$ cat src/rtl/cabac_ctx_init_pkg.sv
`default_nettype none
// ============================================================================
//  Module      : cabac_ctx_init_pkg
//  Description : Shared constants, FSM encodings and ROM field positions for
//                the CABAC context-initialisation engine.
//  Revision    : 1.0 - initial release
// ============================================================================
package cabac_ctx_init_pkg;

    localparam int CABAC_CTX_NUM = 64;
    localparam int CABAC_QP_MAX  = 51;
    localparam int PRE_MIN       = 1;
    localparam int PRE_MAX       = 126;
    localparam int MPS_SPLIT     = 63;

    // FSM state encoding
    typedef logic [1:0] state_t;
    localparam state_t ST_IDLE  = 2'd0;
    localparam state_t ST_READ  = 2'd1;
    localparam state_t ST_DRAIN = 2'd2;
    localparam state_t ST_DONE  = 2'd3;

    // ROM word layout: {m[7:0], n[7:0]}
    localparam int M_MSB = 15;
    localparam int M_LSB = 8;
    localparam int N_MSB = 7;
    localparam int N_LSB = 0;

    // Slice QP saturated to the largest legal value
    function automatic logic [5:0] clip_qp(input logic [5:0] qp);
        return (qp > 6'(CABAC_QP_MAX)) ? 6'(CABAC_QP_MAX) : qp;
    endfunction

endpackage
`default_nettype wire

$ cat src/rtl/cabac_ctx_state_calc.sv
`default_nettype none
// ============================================================================
//  Module      : cabac_ctx_state_calc
//  Description : Combinational H.265 context-state derivation from a
//                {slope m, offset n} pair and the clipped slice QP.
//  Revision    : 1.0 - initial release
// ============================================================================
module cabac_ctx_state_calc
    import cabac_ctx_init_pkg::*;
(
    input  logic signed [7:0] i_m,
    input  logic signed [7:0] i_n,
    input  logic        [5:0] i_qpc,
    output logic        [6:0] o_state
);

    localparam logic signed [10:0] c_pre_min = 11'(PRE_MIN);
    localparam logic signed [10:0] c_pre_max = 11'(PRE_MAX);
    localparam logic        [6:0]  c_split   = 7'(MPS_SPLIT);

    logic signed [13:0] w_prod;
    logic signed [13:0] w_sh;
    logic signed [10:0] w_t;
    logic        [6:0]  w_pre;

    // Linear model in QP, floor shift, clip to [1,126], then split on MPS
    always_comb begin
        w_prod = 14'(i_m) * $signed({8'b0, i_qpc});
        w_sh   = w_prod >>> 4;
        w_t    = 11'(w_sh) + 11'(i_n);
        if (w_t < c_pre_min) begin
            w_pre = 7'(PRE_MIN);
        end else if (w_t > c_pre_max) begin
            w_pre = 7'(PRE_MAX);
        end else begin
            w_pre = w_t[6:0];
        end
        if (w_pre <= c_split) begin
            o_state = {1'b0, 6'(c_split - w_pre)};
        end else begin
            o_state = {1'b1, 6'(w_pre - 7'd64)};
        end
    end

endmodule
`default_nettype wire

$ cat src/rtl/cabac_ctx_init.sv
`default_nettype none
// ============================================================================
//  Module      : cabac_ctx_init
//  Description : Walks the 64-entry context-init ROM, converts each word to a
//                context state for the slice QP and writes it into the
//                CABAC context-state memory.
//  Revision    : 1.0 - initial release
// ============================================================================
module cabac_ctx_init
    import cabac_ctx_init_pkg::*;
#(
    parameter int CTX_NUM = CABAC_CTX_NUM,
    parameter int ADDR_W  = 6
) (
    input  logic              clk,
    input  logic              rst_n,
    input  logic              start_i,
    input  logic [5:0]        qp_i,
    output logic              busy_o,
    output logic              done_o,
    output logic              rom_en_o,
    output logic [ADDR_W-1:0] rom_addr_o,
    input  logic [15:0]       rom_data_i,
    output logic              ctx_we_o,
    output logic [ADDR_W-1:0] ctx_addr_o,
    output logic [6:0]        ctx_data_o
);

    localparam logic [ADDR_W-1:0] c_last_addr = ADDR_W'(CTX_NUM - 1);

    state_t            r_state;
    state_t            w_state_nxt;
    logic              w_accept;
    logic              w_last;
    logic [5:0]        r_qpc;
    logic              r_rom_en;
    logic [ADDR_W-1:0] r_rom_addr;
    logic              r_s1_valid;
    logic [ADDR_W-1:0] r_s1_addr;
    logic              r_ctx_we;
    logic [ADDR_W-1:0] r_ctx_addr;
    logic [6:0]        r_ctx_data;
    logic signed [7:0] w_m;
    logic signed [7:0] w_n;
    logic [6:0]        w_state_val;

    assign w_last = (r_rom_addr == c_last_addr);

    // State register
    always_ff @(posedge clk) begin
        if (!rst_n) begin
            r_state <= ST_IDLE;
        end else begin
            r_state <= w_state_nxt;
        end
    end

    // Next-state decode; drain ends once stage 1 is empty, the final write
    // then lands in the same cycle as the move to DONE
    always_comb begin
        w_state_nxt = r_state;
        w_accept    = 1'b0;
        case (r_state)
            ST_IDLE: begin
                if (start_i) begin
                    w_state_nxt = ST_READ;
                    w_accept    = 1'b1;
                end
            end
            ST_READ: begin
                if (w_last) begin
                    w_state_nxt = ST_DRAIN;
                end
            end
            ST_DRAIN: begin
                if (!r_s1_valid) begin
                    w_state_nxt = ST_DONE;
                end
            end
            ST_DONE: begin
                w_state_nxt = ST_IDLE;
            end
            default: begin
                w_state_nxt = ST_IDLE;
            end
        endcase
    end

    // ROM request side: enable and address double as the entry counter
    always_ff @(posedge clk) begin
        if (!rst_n) begin
            r_rom_en   <= 1'b0;
            r_rom_addr <= '0;
            r_qpc      <= '0;
        end else begin
            r_rom_en   <= w_accept | ((r_state == ST_READ) & ~w_last);
            r_rom_addr <= ((r_state == ST_READ) && !w_last) ? r_rom_addr + 1'b1 : '0;
            if (w_accept) begin
                r_qpc <= clip_qp(qp_i);
            end
        end
    end

    // ROM data is only looked at while stage 1 holds a valid request
    assign w_m = r_s1_valid ? rom_data_i[M_MSB:M_LSB] : 8'sd0;
    assign w_n = r_s1_valid ? rom_data_i[N_MSB:N_LSB] : 8'sd0;

    cabac_ctx_state_calc u_calc (
        .i_m     (w_m),
        .i_n     (w_n),
        .i_qpc   (r_qpc),
        .o_state (w_state_val)
    );

    // Two-stage pipeline: stage 1 tracks ROM latency, stage 2 drives the write
    always_ff @(posedge clk) begin
        if (!rst_n) begin
            r_s1_valid <= 1'b0;
            r_s1_addr  <= '0;
            r_ctx_we   <= 1'b0;
            r_ctx_addr <= '0;
            r_ctx_data <= '0;
        end else begin
            r_s1_valid <= r_rom_en;
            r_s1_addr  <= r_rom_addr;
            r_ctx_we   <= r_s1_valid;
            r_ctx_addr <= r_s1_valid ? r_s1_addr : '0;
            r_ctx_data <= r_s1_valid ? w_state_val : '0;
        end
    end

    assign busy_o     = (r_state != ST_IDLE);
    assign done_o     = (r_state == ST_DONE);
    assign rom_en_o   = r_rom_en;
    assign rom_addr_o = r_rom_addr;
    assign ctx_we_o   = r_ctx_we;
    assign ctx_addr_o = r_ctx_addr;
    assign ctx_data_o = r_ctx_data;

endmodule
`default_nettype wire

$ cat config.mk
export PLATFORM = sky130hd
export DESIGN_NAME = cabac_ctx_init
export DESIGN_NICKNAME = d
export VERILOG_FILES = /design/src/rtl/cabac_ctx_init_pkg.sv /design/src/rtl/cabac_ctx_state_calc.sv /design/src/rtl/cabac_ctx_init.sv
export SDC_FILE = /design/constraint.sdc
export NUM_CORES = 1
export LEC_CHECK = 0
export CAP_MARGIN = 20
export CORE_MARGIN = 5
export CORE_UTILIZATION = 50
export CTS_CLUSTER_DIAMETER = 60
export DETAILED_ROUTE_END_ITERATION = 7
export GPL_TIMING_DRIVEN = 0
export HOLD_SLACK_MARGIN = 0.15
export PLACE_DENSITY = 0.7
export SLEW_MARGIN = 10
export SYNTH_ARGS = -nofsm -noshare
export SYNTH_HDL_FRONTEND = slang
export SYNTH_HIERARCHICAL = 1
export SYNTH_SLANG_ARGS = --single-unit
$ cat constraint.sdc
create_clock -name clk -period 11.35 [get_ports clk]
set_clock_uncertainty 0.1 [all_clocks]
set_input_delay 1.135 -clock clk [delete_from_list [all_inputs] [get_ports clk]]
set_output_delay 1.135 -clock clk [all_outputs]
set_load 0.01 [all_outputs]
==> out/metrics.cfg <==
[routing]
wl_per_cell_um = 12.95
vias_per_cell = 5.012
drc_errors = 0
drt_first_pass_iters = 4
num_vias = 2872
routed_wl_mm = 7.423
postRouteAntennaNets = 0
drt_iter0_drc = 61

[clock_network]
clock-sinks = 36
cts_resized = 0
cts_buffer_depth = 2
cts_tree = built
clockRootBuffer = clkbuf_8
cts.hold.buffers_added = 0
numCtsBuffers = 5
clk_pin_slew_ps = 70
clk-insertion-delay-late_ps = 290
htreeDepth = 2
post-cts-setup-buffers = 0

[pwr]
powerDensity_nw_per_um2 = 105.8
seqPwrFrac = 0.333
power_switching_share = 0.3602
p_sw_uw = 168.1
total_power_uw = 466.7
p_int_uw = 298.6
pwr-share-comb = 0.430
p_leak_nw = 2.116
peakVddDrop_v = 0.00008722
p_clk_frac = 0.237

[sta]
holdWs_ps = 366.2
rsz0062_at_grt = no
slew_violations = 0
setup_viol = 0
setup_tns_ps = 0
relSlewSlack = 0.6960
period_share = 0.6338
post-route-min-period_ps = 7194
final_hold_viol_count = 0
worstMarginPinSlew_ps = 455.9
fmax_ghz = 0.1390

[critical_path]
critPathMaxStageDelay_ps = 540
end_kind = register
crit_family = adder cells
critPathSlowestCell = fa_1
crit_path_start_kind = primary input
worstPathRequired_ps = 11480
reg2reg_to = ctx_data_o[0]$_SDFF_PN0_
path_buf_inv = 5
crit_type = primary input to register
critPathMaxFanout = 6
timing.rr.start = r_s1_valid$_SDFF_PN0_
r2r_slack_ps = 4700
cp.arrival_ps = 7320
worst-r2r-cell-count = 24

[logic_synthesis]
synth.ff_latch_count = 36
ys_types = 51
netlist_area_um2 = 3706
synth_nets = 518
ys_seq_area_frac = 0.1945
synth-edff-count = 0
synth-async-reset-ratio = 0
syn_avg_cell_area_um2 = 8.845
synth_cells = 419
ys_warn_count = 6
synthFlopType = dfxtp_1

[finish]
final_nets = 572
multiInputGateArea_um2 = 2730
mostFrequentLayoutCells = 61 x and2_1, 61 x inv_1, 47 x clkdlybuf4s50_1
fin_cells = 573
seq_area_um2 = 720.7
fill_cells = 658
areaGrowthSynthToFinish_pct = 19.04
antenna_cells = 0
drive_gt1_frac = 0.04219

[grt]
grt_remaining_overflow = 0
busiest_layer = met2
grt_pass1_vias = 2980
grt_pass1_wl_mm = 12.73
grt_use_met1 = 0.2177
grt_use_total = 0.1757
use_met2 = 0.3168
grt_max_degree = 13
antenna_found_initial = 0
gr-usage-met3 = 0.03206

[floorplan]
num_rows = 31
start_util = 0.5110
dieWidth_um = 96.10
die-height_um = 96.10
coreArea_um2 = 7253
boundaryPins = 48
dieArea_um2 = 9234

[placement]
dp_cells = 565
port_buffers = 47
gp_congestion = 0.8090
hpwl_mm = 6.142

[job]
drv_cap = 0

[worst_hold_path]
min_path_cells = 1
hold_path_end = ctx_addr_o[0]$_SDFF_PN0_
hold_path_class = register to register
hold_start = r_s1_addr[0]$_SDFF_PN0_

[status]
status = completed

worst reg2reg max path: stages, from the launching register on:
cell and delay [ps]:
dfxtp_1 380, clkbuf_1 390, and2_1 330, and2_1 190, fa_1 420, ha_1 290
inv_1 50, fa_1 530, inv_1 50, fa_1 480, ha_1 360, nand4_1 120
o211ai_2 120, o41a_1 370, a311o_1 410, a31oi_1 220, xnor2_1 150, ha_1 270
nand2b_1 160, a2111oi_0 80, a311oi_1 260, o211ai_1 200, nor4_4 290, a21boi_1 200
and3_1 160
cell usage after synthesis, types with 4 or more instances:
| cell | count | share of area |
|---|---|---|
| a21boi_0 | 6 | 0.012 |
| a21o_1 | 4 | 0.0081 |
| a21oi_1 | 7 | 0.0095 |
| and2_1 | 61 | 0.10 |
| and3_1 | 15 | 0.025 |
| clkbuf_1 | 7 | 0.0071 |
| dfxtp_1 | 36 | 0.19 |
| fa_1 | 33 | 0.18 |
| ha_1 | 41 | 0.14 |
| inv_1 | 61 | 0.062 |
| nand2_1 | 32 | 0.032 |
| nand2b_1 | 6 | 0.010 |
| nand3_1 | 6 | 0.0081 |
| nor2_1 | 18 | 0.018 |
| nor3_1 | 7 | 0.0095 |
| o21ai_0 | 9 | 0.012 |
| xnor2_1 | 16 | 0.038 |
| xor2_1 | 10 | 0.024 |
flip-flops by register name, indices dropped and copies added, names as in the netlist:
name / count
ctx_addr_o: 6
ctx_data_o: 7
ctx_we_o: 1
r_qpc: 6
r_s1_addr: 6
r_s1_valid: 1
r_state: 2
rom_addr_o: 6
rom_en_o: 1
final cells by class:
cell class / count / area share
timing repair buffer: 47 / 0.1066
multi-input combinational: 315 / 0.6188
clock buffer: 5 / 0.01560
sequential: 36 / 0.1634
buffer: 7 / 0.005956
tap: 99 / 0.02808
clock inverter: 3 / 0.009643
inverter: 61 / 0.05190
per-layer routing:
metal,wire [um],vias to the layer above,share of wire
met5,0,-,0
met4,57,0,0.0077
met3,210,5,0.028
met2,3707,34,0.50
met1,3449,1359,0.46
li1,-,1474,-
power groups by stage:
stage / clock, mW / sequential (mW) / combinational [mW]
floorplan: 0 / 0.154 / 0.145
CTS: 0.114 / 0.156 / 0.203
global placement: 0 / 0.159 / 0.197
detailed placement: 0 / 0.159 / 0.201
finish: 0.111 / 0.156 / 0.201
global route: 0.119 / 0.159 / 0.228
kinds of logic after synthesis:
group | synth area share
DFF | 0.1945
xor gates and xnor gates | 0.06144
adders and majority gates | 0.3167
buffers and inverters | 0.06887
AOI/OAI and AO/OA | 0.1141
muxes | 0.008103
and+or+nand+nor | 0.2363
through the flow:
stage          utilization  instance area [um2]  setup slack (ps)
4_1_cts             0.6082                 4412              4112
3_5_place_dp        0.5929                 4300              3830
6_report            0.6082                 4412              4156
2_1_floorplan            -                 3706              4640
3_3_place_gp        0.5929                 4300              3892
5_1_grt             0.6082                 4412              3723
worst max path at each step:
stage	startpoint	end	slack, ps	cells past startpoint
after floorplan	rom_data_i[11]	ctx_data_o[0]$_SDFF_PN0_	4640	25
after global placement	rom_data_i[11]	ctx_data_o[0]$_SDFF_PN0_	3890	26
after detailed placement	rom_data_i[11]	ctx_data_o[0]$_SDFF_PN0_	3830	26
after CTS	rom_data_i[11]	ctx_data_o[0]$_SDFF_PN0_	4110	26
after global routing	rom_data_i[11]	ctx_data_o[0]$_SDFF_PN0_	3720	26
final	rom_data_i[11]	ctx_data_o[0]$_SDFF_PN0_	4160	26
No activity file was read; power rests on OpenSTA's default activity.
